`src/rtl/uart_rx_pkg.sv`:
```
// Shared definitions for the UART receive path: FSM encoding, parity type, legal prescales.
// Pure declarations; no logic, no latency.
// Build option UART_RX_MAJORITY_VOTE_EN (see uart_rx_sampler) does not change anything here.
package uart_rx_pkg;

  typedef enum logic [2:0] {
    ST_IDLE      = 3'd0,
    ST_START     = 3'd1,
    ST_DATA      = 3'd2,
    ST_PARITY    = 3'd3,
    ST_STOP      = 3'd4,
    ST_WAIT_IDLE = 3'd5
  } rx_state_t;

  localparam logic PAR_EVEN = 1'b0;
  localparam logic PAR_ODD  = 1'b1;

  localparam int PRESCALE_8   = 8;
  localparam int PRESCALE_16  = 16;
  localparam int PRESCALE_32  = 32;
  localparam int PRESCALE_DEF = PRESCALE_8;

  // Only the three supported oversampling ratios are accepted; anything else falls back to the default.
  function automatic logic prescale_legal(input int p);
    return (p == PRESCALE_8) || (p == PRESCALE_16) || (p == PRESCALE_32);
  endfunction

endpackage

```
`src/rtl/uart_rx_sampler.sv`:
```
// Bit-period timer and bit-value decision for the UART receiver; macro UART_RX_MAJORITY_VOTE_EN.
// Decision strobe at edge_cnt==P/2 (single sample) or P/2+1 (2-of-3 vote when the macro is defined).
// No backpressure: the counter free-runs while i_run is high and holds at 0 otherwise.
module uart_rx_sampler
  import uart_rx_pkg::*;
#(
  parameter int PRESCALE_W = 6
) (
  input  logic                  i_clk,
  input  logic                  i_rst,
  input  logic                  i_rx,
  input  logic                  i_run,
  input  logic [PRESCALE_W-1:0] i_prescale,
  output logic                  o_sample_bit,
  output logic                  o_sample_strobe,
  output logic                  o_bit_end
);

  logic [PRESCALE_W-1:0] r_edge_cnt;
  logic [PRESCALE_W-1:0] w_half;
  logic [PRESCALE_W-1:0] w_last;

  assign w_half    = i_prescale >> 1;
  assign w_last    = i_prescale - PRESCALE_W'(1);
  assign o_bit_end = i_run && (r_edge_cnt == w_last);

  // Position within the current bit period; parked at 0 whenever no frame is in progress.
  always_ff @(posedge i_clk) begin
    if (i_rst || !i_run) begin
      r_edge_cnt <= '0;
    end else if (o_bit_end) begin
      r_edge_cnt <= '0;
    end else begin
      r_edge_cnt <= r_edge_cnt + PRESCALE_W'(1);
    end
  end

`ifdef UART_RX_MAJORITY_VOTE_EN
  logic r_vote0;
  logic r_vote1;

  // Capture the two samples preceding the decision cycle; the third is the live line value.
  always_ff @(posedge i_clk) begin
    if (i_rst) begin
      r_vote0 <= 1'b1;
      r_vote1 <= 1'b1;
    end else if (i_run) begin
      if (r_edge_cnt == (w_half - PRESCALE_W'(1))) r_vote0 <= i_rx;
      if (r_edge_cnt == w_half)                    r_vote1 <= i_rx;
    end
  end

  assign o_sample_strobe = i_run && (r_edge_cnt == (w_half + PRESCALE_W'(1)));
  assign o_sample_bit    = (r_vote0 & r_vote1) | (r_vote0 & i_rx) | (r_vote1 & i_rx);
`else
  assign o_sample_strobe = i_run && (r_edge_cnt == w_half);
  assign o_sample_bit    = i_rx;
`endif

endmodule

```
`src/rtl/uart_rx_core.sv`:
```
// UART receiver: start detect, LSB-first deserialize, optional parity, stop check; macro UART_RX_MAJORITY_VOTE_EN.
// Pulses (data_valid/par_err/stp_err) appear one cycle after the stop-bit decision, mid stop bit.
// No backpressure: each completed frame is presented once; the consumer must take it on the pulse.
module uart_rx_core
  import uart_rx_pkg::*;
#(
  parameter int DATA_WIDTH = 8,
  parameter int PRESCALE_W = 6
) (
  input  logic                  CLK,
  input  logic                  RST,
  input  logic                  RX_IN,
  input  logic [PRESCALE_W-1:0] PRESCALE,
  input  logic                  PAR_EN,
  input  logic                  PAR_TYP,
  output logic [DATA_WIDTH-1:0] P_DATA,
  output logic                  data_valid,
  output logic                  par_err,
  output logic                  stp_err
);

  rx_state_t             r_state;
  logic [PRESCALE_W-1:0] r_prescale;
  logic                  r_par_en;
  logic                  r_par_typ;
  logic [3:0]            r_bit_cnt;
  logic [DATA_WIDTH-1:0] r_shift;
  logic                  r_par_bad;
  logic [DATA_WIDTH-1:0] r_p_data;
  logic                  r_data_valid;
  logic                  r_par_err;
  logic                  r_stp_err;

  logic w_run;
  logic w_bit;
  logic w_strobe;
  logic w_bit_end;
  logic w_par_exp;

  // The bit timer only runs while a frame is being received.
  assign w_run     = (r_state != ST_IDLE) && (r_state != ST_WAIT_IDLE);
  assign w_par_exp = (^r_shift) ^ (r_par_typ == PAR_ODD);

  uart_rx_sampler #(
    .PRESCALE_W(PRESCALE_W)
  ) u_sampler (
    .i_clk          (CLK),
    .i_rst          (RST),
    .i_rx           (RX_IN),
    .i_run          (w_run),
    .i_prescale     (r_prescale),
    .o_sample_bit   (w_bit),
    .o_sample_strobe(w_strobe),
    .o_bit_end      (w_bit_end)
  );

  // Frame FSM with registered outputs; pulse outputs default low every cycle.
  always_ff @(posedge CLK) begin
    if (RST) begin
      r_state      <= ST_IDLE;
      r_prescale   <= PRESCALE_W'(PRESCALE_DEF);
      r_par_en     <= 1'b0;
      r_par_typ    <= PAR_EVEN;
      r_bit_cnt    <= '0;
      r_shift      <= '0;
      r_par_bad    <= 1'b0;
      r_p_data     <= '0;
      r_data_valid <= 1'b0;
      r_par_err    <= 1'b0;
      r_stp_err    <= 1'b0;
    end else begin
      r_data_valid <= 1'b0;
      r_par_err    <= 1'b0;
      r_stp_err    <= 1'b0;
      case (r_state)
        ST_IDLE: begin
          if (!RX_IN) begin
            r_state    <= ST_START;
            r_prescale <= prescale_legal(int'(PRESCALE)) ? PRESCALE : PRESCALE_W'(PRESCALE_DEF);
            r_par_en   <= PAR_EN;
            r_par_typ  <= PAR_TYP;
            r_bit_cnt  <= '0;
            r_par_bad  <= 1'b0;
          end
        end
        ST_START: begin
          // A start bit that reads high at the decision point was line noise.
          if (w_strobe && w_bit) begin
            r_state <= ST_IDLE;
          end else if (w_bit_end) begin
            r_state <= ST_DATA;
          end
        end
        ST_DATA: begin
          if (w_strobe) begin
            r_shift <= {w_bit, r_shift[DATA_WIDTH-1:1]};
          end
          if (w_bit_end) begin
            if (r_bit_cnt == 4'(DATA_WIDTH - 1)) begin
              r_state <= r_par_en ? ST_PARITY : ST_STOP;
            end else begin
              r_bit_cnt <= r_bit_cnt + 4'd1;
            end
          end
        end
        ST_PARITY: begin
          if (w_strobe) begin
            r_par_bad <= (w_bit != w_par_exp);
          end
          if (w_bit_end) begin
            r_state <= ST_STOP;
          end
        end
        ST_STOP: begin
          // Finish at the decision so the next start bit can follow immediately.
          if (w_strobe) begin
            if (w_bit) begin
              r_state <= ST_IDLE;
              if (r_par_bad) begin
                r_par_err <= 1'b1;
              end else begin
                r_p_data     <= r_shift;
                r_data_valid <= 1'b1;
              end
            end else begin
              r_state   <= ST_WAIT_IDLE;
              r_stp_err <= 1'b1;
              r_par_err <= r_par_bad;
            end
          end
        end
        ST_WAIT_IDLE: begin
          // A held-low line (break) must not be mistaken for a string of start bits.
          if (RX_IN) begin
            r_state <= ST_IDLE;
          end
        end
        default: r_state <= ST_IDLE;
      endcase
    end
  end

  assign P_DATA     = r_p_data;
  assign data_valid = r_data_valid;
  assign par_err    = r_par_err;
  assign stp_err    = r_stp_err;

endmodule
```
`config.mk`:
```
export PLATFORM = sky130hd
export DESIGN_NAME = uart_rx_core
export DESIGN_NICKNAME = d
export VERILOG_FILES = /design/src/rtl/uart_rx_pkg.sv /design/src/rtl/uart_rx_sampler.sv /design/src/rtl/uart_rx_core.sv
export SDC_FILE = /design/constraint.sdc
export NUM_CORES = 1
export LEC_CHECK = 0
export BUFFER_PORTS_ARGS = -buffer_cell sky130_fd_sc_hd__buf_2
export CAP_MARGIN = 0
export CORE_ASPECT_RATIO = 1.1
export CORE_UTILIZATION = 55
export DETAILED_ROUTE_END_ITERATION = 10
export PLACE_DENSITY_LB_ADDON = 0.05
export SKIP_LAST_GASP = 1
export SLEW_MARGIN = 25
export SYNTH_ARGS = -nofsm -noshare
export SYNTH_HDL_FRONTEND = slang
export SYNTH_SLANG_ARGS = --single-unit
```
`constraint.sdc`:
```
create_clock -name CLK -period 4.12 [get_ports CLK]
set_input_delay 0.412 -clock CLK [delete_from_list [all_inputs] [get_ports CLK]]
set_output_delay 0.412 -clock CLK [all_outputs]
set_load 0.005 [all_outputs]
```
==> impl_results.md, run 1 <==
- Reg2reg setup slack: 1860 ps
- Core box area: 0.00365 mm²
- CP Capture Type: register
- Clock tree from TritonCTS: done
- Buffers on Ports: 21
- WL met3: 191 µm
- Die footprint: 0.00409 mm²
- Largest family of logic cells by synthesized area: simple AND/OR/NAND/NOR gates
- WP data arrival: 2450 ps
- Worst-path maximum fanout: 5
- Leakage dissipation: 0.974 nW
- Final Hold Vio Count: 0
- First-pass GRT wire length: 6870 µm
- Final hold slack: 358 ps
- Status: completed
- Largest net degree at the start of global routing: 37
- Worst Setup Start Kind: register
- Adder-cell share of the synthesized area: under 10%
- Crit path from: r_prescale[0]
- CTS Hold Buffers Added: 0
- Slew HR: between 50% and 60%
- Syn-to-layout area delta: 8.65%
- Worst-margin pin slew: 708 ps
- Post-Route WL: 4090 µm
- WHS Endpoint: r_par_typ
- Hold crit path type: input pin to register
- VDD IR max: 0.231 mV
- Clk_skew: 5.90 ps
- Fillers: 346
- Setup Viol. Count Final: 0
- Post-CTS resize count: 0
- Top layer in use: met4
- Met1 wire length: 1930 µm
- Maxcap violations: 0
- Detailed Route Iter0 Violations: 60
- Fin crit share: 54.9%
- Drt via density: between 5 and 6
- Sequential share of the synthesized area: 38.9%
- Number of global-route vias before repair: 1485
- Clk_lat worst skew: between 200 and 300 ps
- Pwr Density: 417 mW/mm²
- Grt total ovfl: 0
- DR WL/cell: 13.6 µm
- Clock transition at path regs: approximately 80 ps
- Max Buffers Root-to-Sink: 2
- Synth Area in Compound Gates: 11.4%
- ANT cells: 0
- RSZ-0062 raised after global routing: false
- Slew Limit Fails: 0
- Mapped Area: 0.00211 mm²
- Metal2 WL: 1880 µm
- Gr usage total: a little under a quarter
- CTS Sinks: just over 40
- Drt first pass iters: 4
- Clk root buf: clkbuf_8
- Via count: 1655
- Share of cells above drive strength 1: a little under a fifth
- Routability congestion estimate from global placement: 0.824
- CP Class: register to register
- R2R cell count: 8
- CP Data Required Time: between 4000 and 5000 ps
- Initial Utilization: a little under 60%
- Die width: 61.1 µm
- Number of setup buffers added after CTS: 0
- Synthesized instance count: about 230
- DRC: 0
- Simple-Gate Fraction of Synth Area: 22.3%
- Initial antenna violation count: 0
- Minimum clock period: 2260 ps
- Avg Inst Size Synth: 9.06 µm²
- Nets: approximately 260
- Ports: 22
- Netlist cell types: 52
- Reg2reg start: r_prescale[0]
- H-tree lvl count: 2
- TritonCTS buffer count: 5
- Row cnt: 23
- Antenna Violating Nets Remaining: 0
- Dpl hpwl: 2900 µm
- Worst hold start: PAR_TYP
- Syn Nets: 247
- Fmax: approximately 440 MHz
- XOR/XNOR share of the synthesized area: 10.8%
- Multiplexer share of the synthesized area: 9.12%
- R2r endpoint: r_bit_cnt[2]
- Hold depth: 3
- Synth Warn #: 0
- #FFs+latches synth: 41
- Die H: 67.0 µm
- Setup_tns: 0 ps
## power breakdown
| group | total, mW | internal [mW] | switching [mW] |
|---|---|---|---|
| registers | 0.451 | 0.413 | 0.0378 |
| clock network | 0.289 | 0.151 | 0.138 |
| logic | 0.217 | 0.0816 | 0.135 |
## sequential cells by signal, indices dropped and copies added, names as in the netlist, 3 cells and up
register	count
r_state	3
P_DATA	8
r_prescale	6
r_bit_cnt	4
u_sampler.r_edge_cnt	6
r_shift	8
## cells in the final DEF (no fill, tap or decap), drive strengths merged, types with 2 or more instances in the layout
cell / instances
nor3: 11
o31ai: 2
inv: 9
and3: 4
xor2: 7
buf: 21
nand4: 2
dfxtp: 41
nand3: 8
a311o: 2
nand2: 21
nor2: 30
mux2: 2
o21ai: 5
a21oi: 9
clkbuf: 7
a31oi: 3
o21a: 2
ha: 3
xnor2: 19
nor4: 5
mux2i: 17
nand4b: 2
## how the worst max path moves through the flow
| stage | end | slack (ps) | cells after the start |
|---|---|---|---|
| after floorplan | r_bit_cnt[2] | 2040 | 8 |
| after global placement | r_bit_cnt[2] | 1890 | 8 |
| after detailed placement | r_bit_cnt[2] | 1870 | 8 |
| after CTS | r_bit_cnt[2] | 1850 | 8 |
| after global routing | r_bit_cnt[2] | 1680 | 8 |
| final | r_bit_cnt[2] | 1860 | 8 |
## final cells by class
type	instances	area (µm²)	area share (%)
Multi-Input combinational cell	171	1170	51.0
Sequential cell	41	821	35.8
Timing Repair Buffer	21	105	4.58
Clock buffer	7	96.3	4.20
Tap cell	50	62.6	2.73
Inverter	9	33.8	1.47
Clock inverter	1	5.00	0.218
## synthesized netlist by cell type (all sizes together)
library cell | n | share of area, %
o211ai | 1 | 0.36
nand4 | 2 | 0.59
or2 | 1 | 0.30
xor2 | 7 | 2.9
xnor2 | 19 | 7.9
nor4 | 5 | 2.1
buf | 5 | 1.9
o32a | 1 | 0.47
mux2i | 17 | 8.1
ha | 3 | 1.8
a21o | 1 | 0.36
inv | 9 | 1.6
a32o | 1 | 0.47
nor4b | 1 | 0.71
nand2 | 21 | 3.7
o31a | 1 | 0.41
a31oi | 3 | 0.89
a311oi | 1 | 0.41
clkbuf | 7 | 2.2
or3 | 1 | 0.30
o21ai | 5 | 1.2
a41oi | 1 | 0.41
a2111oi | 1 | 0.41
nor3b | 1 | 0.36
o211a | 1 | 0.47
nor3 | 11 | 3.4
and2 | 1 | 0.30
o31ai | 2 | 0.71
a21oi | 9 | 2.3
a21boi | 1 | 0.36
and3 | 4 | 1.2
a311o | 2 | 0.95
nor2 | 30 | 6.3
nand4b | 2 | 0.83
a32oi | 1 | 0.41
mux2 | 2 | 1.1
or4 | 1 | 0.36
o21a | 2 | 0.83
dfxtp | 41 | 39
nand3 | 8 | 1.9
## through the flow
stage                     worst slack [ps]  power, mW  std cells  util [%]  instance area, µm²
after floorplan                       2040      0.641        233         -                2110
after global placement                1890      0.674        292      60.0                2190
after detailed placement              1870      0.673        292      60.0                2190
after CTS                             1850      0.963        300      62.8                2290
after global routing                  1680       1.01        300      62.8                2290
final                                 1860      0.957        300      62.8                2290
## metal layers
metal	vias up	track usage, %
met2	42	35.5
met4	0	8.52
met3	10	6.02
met1	757	29.9
li1	846	-
met5	-	0
## kinds of logic (layout without fill, tap and decap cells)
family          count (synthesis)  count (layout)
simple gates                   89              89
flops                          41              41
compound gates                 34              34
xor+xnor                       26              26
buf+inv                        21              38
mux                            19              19
fa+ha+maj                       3               3
## worst max-delay path, cell delays in order, from the launching register on
cell and delay [ps]:
dfxtp_1 450, inv_1 90, ha_1 230, xnor2_1 140, xnor2_1 140, nor4_2 310
o21ai_1 180, nor4b_2 260, mux2_2 360
Note: power is estimated with default switching activity, not from simulation.
==> run 2: changes to the inputs <==
- clock period: 4.12 -> 2.13 ns (I/O delays scaled with it)
==> impl_results.md, run 2 (same netlist as run 1, synthesis figures left out) <==
- Hold crit path type: input pin to register
- Worst-path maximum fanout: 4 (-1)
- Buffers on Ports: 21 (unchanged)
- DR WL/cell: 13.4 µm (-1.4%)
- CP Class: register to register
- CTS Hold Buffers Added: 0 (unchanged)
- CTS Sinks: 41 (unchanged)
- Slew Limit Fails: 0 (unchanged)
- Antenna Violating Nets Remaining: 0 (unchanged)
- Post-Route WL: 4210 µm (+2.8%)
- Worst-path cell chain: buf_4 > or4_1 > nand3_1 > o211a_1 > o21ai_2 > nor4b_2 > mux2_2
- Ports: 22 (unchanged)
- Initial Utilization: 57.8% (unchanged)
- Leakage dissipation: 1.04 nW (+7.1%)
- Clock transition at path regs: 70 ps (about the same)
- Slew HR: 66.8% (+14 points)
- VDD IR max: 0.477 mV (+110%)
- TritonCTS buffer count: 5 (unchanged)
- Clk_skew: 2.80 ps (-3.10 ps)
- Gr usage total: 23.6% (+0.74 points)
- Dpl hpwl: 3100 µm (+6.8%)
- DRC: 0 (unchanged)
- ANT cells: 0 (unchanged)
- CP Capture Type: register
- Final WS setup: 44.1 ps (-1810 ps)
- Maxcap violations: 0 (unchanged)
- Share of cells above drive strength 1: 25.1% (+6.3 points)
- Number of global-route vias before repair: 1575 (+6.1%)
- Drt first pass iters: 4 (unchanged)
- Max Buffers Root-to-Sink: 2 (unchanged)
- Detailed Route Iter0 Violations: 53 (-12%)
- Grt total ovfl: 0 (unchanged)
- Commonest non-fill, non-tap cell in the layout: dfxtp_1
- Die width: 61.1 µm (unchanged)
- Initial antenna violation count: 0 (unchanged)
- Pwr Density: 770 mW/mm² (+85%)
- Minimum clock period: 2090 ps (-177 ps)
- Worst Setup Start Kind: register
- Status: completed
- Routability congestion estimate from global placement: 0.886 (+7.6%)
- Fin crit share: 97.9% (+43 points)
- Util after Layout: 66.2% (+3.4 points)
- Die footprint: 0.00409 mm² (unchanged)
- Nets: 278 (+5.7%)
- Clk_lat worst skew: 290 ps (about the same)
- First-pass GRT wire length: 7220 µm (+5.1%)
- Clk root buf: clkbuf_8
- CP Data Required Time: 2310 ps (-2000 ps)
- H-tree lvl count: 2 (unchanged)
- Fillers: 314 (-9.2%)
- Drt via density: 5.46 (-0.97%)
- Die H: 67.0 µm (unchanged)
- WP data arrival: 2270 ps (-180 ps)
- RSZ-0062 raised after global routing: true
- Commonest cells after routing, fill and taps aside: dfxtp_1, nor2_1, nand2_1, buf_2, xnor2_1
- Largest net degree at the start of global routing: 29 (-22%)
- Row cnt: 23 (unchanged)
- Fmax: 479 MHz (+8.5%)
- Final Hold Vio Count: 0 (unchanged)
- Top delay family on crit path: simple AND/OR/NAND/NOR gates
- Setup Viol. Count Final: 0 (unchanged)
- Clock tree from TritonCTS: done
- Worst Path Buf+Inv: 1 (unchanged)
- Via count: 1710 (+3.3%)
- Worst-margin pin slew: 494 ps (-214 ps)
- Critical path's slowest cell: or4_1
- Syn-to-layout area delta: 14.6%
- Core box area: 0.00365 mm² (unchanged)
- Place WS: 40.1 ps (-1830 ps)
- Critical path's largest stage delay: 510 ps (+60 ps)
run 2: final timing paths:
kind	end	from	slack (ps)	cells after the start
max reg2reg	r_bit_cnt[2]	r_prescale[0]	40	7
min	r_par_typ	PAR_TYP	160	3
min reg2reg	r_par_typ	r_par_typ	480	2
max	r_bit_cnt[2]	r_prescale[0]	40	7
run 2: metrics by stage:
stage | cell area, µm² | setup TNS (ps) | power (mW) | std cells | hold slack [ps]
4_1_cts | 2380 | 0 | 1.87 | 312 | 151
3_5_place_dp | 2310 | 0 | 1.40 | 306 | 459
6_report | 2420 | 0 | 1.86 | 313 | 158
2_1_floorplan | 2110 | 0 | 1.24 | 233 | 349
5_1_grt | 2420 | -57.2 | 1.97 | 313 | 172
3_3_place_gp | 2310 | 0 | 1.40 | 306 | 455
run 2: report_power, final:
part / total, mW / internal (mW) / switching [mW]
Sequential: 0.846 / 0.799 / 0.0463
Combinational: 0.555 / 0.242 / 0.313
Clock: 0.462 / 0.216 / 0.247
Total: 1.86 / 1.26 / 0.607
run 2: timing repair:
action,CTS,global route
setup endpoints to repair,0,1
buffers inserted,0,1
resized for setup,0,7
run 2: cell type report:
cell class / instances / area [µm²] / area share (%)
clock inverter: 1 / 5.00 / 0.207
inverter: 9 / 33.8 / 1.40
clock buffer: 5 / 68.8 / 2.84
sequential: 41 / 823 / 34.0
timing repair buffer: 36 / 230 / 9.51
tap: 50 / 62.6 / 2.59
multi-input combinational: 171 / 1200 / 49.4
run 2: tightest hold or removal path: cells and delay by family:
family | cells | cell delay [ps]
buf+inv | 1 | 90
compound gates | 1 | 50
simple gates | 1 | 40
run 2: metal layers:
layer / part of all wire (%) / global-route usage, %
met1: 47 / 29.8
met4: 1.0 / 8.24
met5: 0 / 0
met3: 3.9 / 6.21
met2: 48 / 38.0
==> run 3: changes to the inputs <==
- CELL_PAD_IN_SITES_DETAIL_PLACEMENT: not set -> 0
- CELL_PAD_IN_SITES_GLOBAL_PLACEMENT: not set -> 1
- CORE_UTILIZATION: 55 -> 40
- clock period: 2.13 -> 1.76 ns (I/O delays scaled with it)
==> impl_results.md, run 3 (same netlist as run 1, synthesis figures left out) <==
- VDD IR max: 0.504 mV (+5.7%)
- CP Data Required Time: 1950 ps (-360 ps)
- Core box area: 0.00503 mm² (+38%)
- Power, Total: 2.65 mW (+42%)
- Detailed Route Iter0 Violations: 85 (+60%)
- TritonCTS buffer count: 5 (unchanged)
- Maxcap violations: 0 (unchanged)
- CTS Hold Buffers Added: 0 (unchanged)
- H-tree lvl count: 2 (unchanged)
- Largest net degree at the start of global routing: 24 (-17%)
- Die width: 71.3 µm (+17%)
- ANT cells: 0 (unchanged)
- Status: finished with violations
- Clk_skew: 6.39 ps (+3.59 ps)
- Die footprint: 0.00557 mm² (+36%)
- DR WL/cell: 13.9 µm (+3.2%)
- Final hold slack: 113 ps (-45.3 ps)
- Dpl hpwl: 3310 µm (+6.7%)
- Pwr Density: 969 mW/mm² (+26%)
- Slew HR: 68.3% (+1.5 points)
- Drt via density: 5.23 (-4.3%)
- R2r endpoint: r_bit_cnt[2]
- Drt first pass iters: 4 (unchanged)
- Area occupied by registers: 831 µm² (+0.91%)
- Antenna Violating Nets Remaining: 0 (unchanged)
- Via count: 1820 (+6.4%)
- Clk root buf: clkbuf_8
- Fillers: 472 (+50%)
- Initial Utilization: 42.0% (-16 points)
- Slew Limit Fails: 0 (unchanged)
- Commonest cells after routing, fill and taps aside: dfxtp_1, buf_4, nor2_1, nand2_1, buf_2
- Grt total ovfl: 0 (unchanged)
- Clock transition at path regs: 90 ps (+20 ps)
- Setup Viol. Count Final: 15 (+15)
- Final Hold Vio Count: 0 (unchanged)
- Syn-to-layout area delta: 29.6%
- Max Buffers Root-to-Sink: 2 (unchanged)
- R2R cell count: 6 (-1)
- Finished Cell Area: 0.00274 mm² (+13%)
- Worst hold start: PAR_EN
- Initial antenna violation count: 0 (unchanged)
- RSZ-0062 raised after global routing: true
- Failing checks: negative setup slack
- Setup_tns: -1700 ps (-1700 ps)
- Reg2reg setup slack: -220 ps (-270 ps)
- WHS Endpoint: r_par_en
- Worst Setup Start Kind: register
- Ports: 22 (unchanged)
- Final WS setup: -222 ps (-266 ps)
- Row cnt: 27 (+17%)
- Die H: 78.2 µm (+17%)
- Hold depth: 3 (unchanged)
- Clock tree from TritonCTS: done
- Routability congestion estimate from global placement: 0.798 (-10%)
- Worst-margin pin slew: 471 ps (-22.6 ps)
- CP Capture Type: register
- Reg2reg start: r_prescale[0]
- Post-Route WL: 4820 µm (+15%)
- Worst-path maximum fanout: 4 (unchanged)
- Hold crit path type: input pin to register
- Place WS: -224 ps (-265 ps)
- DRC: 0 (unchanged)
- DP Area: 0.00247 mm² (+6.8%)
- Fin crit share: 113% (+15 points)
- CP Class: register to register
- Leakage dissipation: 1.21 nW (+16%)
- Fmax: 504 MHz (+5.2%)
- WP data arrival: 2170 ps (-100 ps)
- Multi-input logic area: 0.00124 mm² (+3.3%)
- First-pass GRT wire length: 8400 µm (+16%)
- Gr usage total: 19.2% (-4.4 points)
- Commonest non-fill, non-tap cell in the layout: dfxtp_1
- Minimum clock period: 1980 ps (-104 ps)
- Buffers on Ports: 21 (unchanged)
- Number of global-route vias before repair: 1712 (+8.7%)
- Placed instance count: 334 (+9.2%)
- Post-Layout Cell Count: 348 (+11%)
- Util after Layout: 54.4% (-12 points)
- Clk_lat worst skew: 300 ps (about the same)
- Nets: 303 (+9.0%)
- Share of cells above drive strength 1: 35.2% (+10 points)
- CTS Sinks: 41 (unchanged)
## run 3: metal layers
layer | routed length, µm | track usage (%) | up-vias
met2 | 2360 | 31.5 | 23
met5 | 0 | 0 | -
met1 | 2270 | 25.4 | 864
met4 | 44 | 5.40 | 0
met3 | 151 | 3.72 | 6
li1 | - | - | 927
## run 3: area by class of cell
type,instances,share of cell area (%)
clock inverter,2,1.42
inverter,9,1.33
sequential,41,30.4
timing repair buffer,61,15.6
multi-input combinational,171,45.2
clock buffer,6,3.43
tap,58,2.65
## run 3: report_power, final
group	internal, mW	switching [mW]
combinational	0.349	0.423
clock	0.514	0.364
sequential	0.964	0.0386
total	1.83	0.825
## run 3: critical path, stage by stage (launching register included)
cell,delay [ps]
dfxtp_4,370
or4_1,550
nand3_1,110
o211a_1,160
o21ai_1,100
nor4b_2,230
mux2_2,350
## run 3: worst max-delay path by stage
| stage | start | to | slack [ps] | depth (start not counted) |
|---|---|---|---|---|
| floorplan | r_prescale[1] | r_bit_cnt[2] | -210 | 8 |
| global placement | r_prescale[0] | r_bit_cnt[2] | -210 | 8 |
| detailed placement | r_prescale[0] | r_bit_cnt[2] | -220 | 8 |
| CTS | r_prescale[0] | r_bit_cnt[2] | -220 | 8 |
| global route | r_prescale[0] | r_bit_cnt[2] | -370 | 8 |
| finish | r_prescale[0] | r_bit_cnt[2] | -220 | 6 |
## run 3: repair_timing
item                                   CTS  global route
resized for setup                       15             5
setup buffers                            4             1
setup endpoints to repair               30            30
pin swaps                                6             7
gates cloned                             1             0
endpoints found under the hold margin    0             0
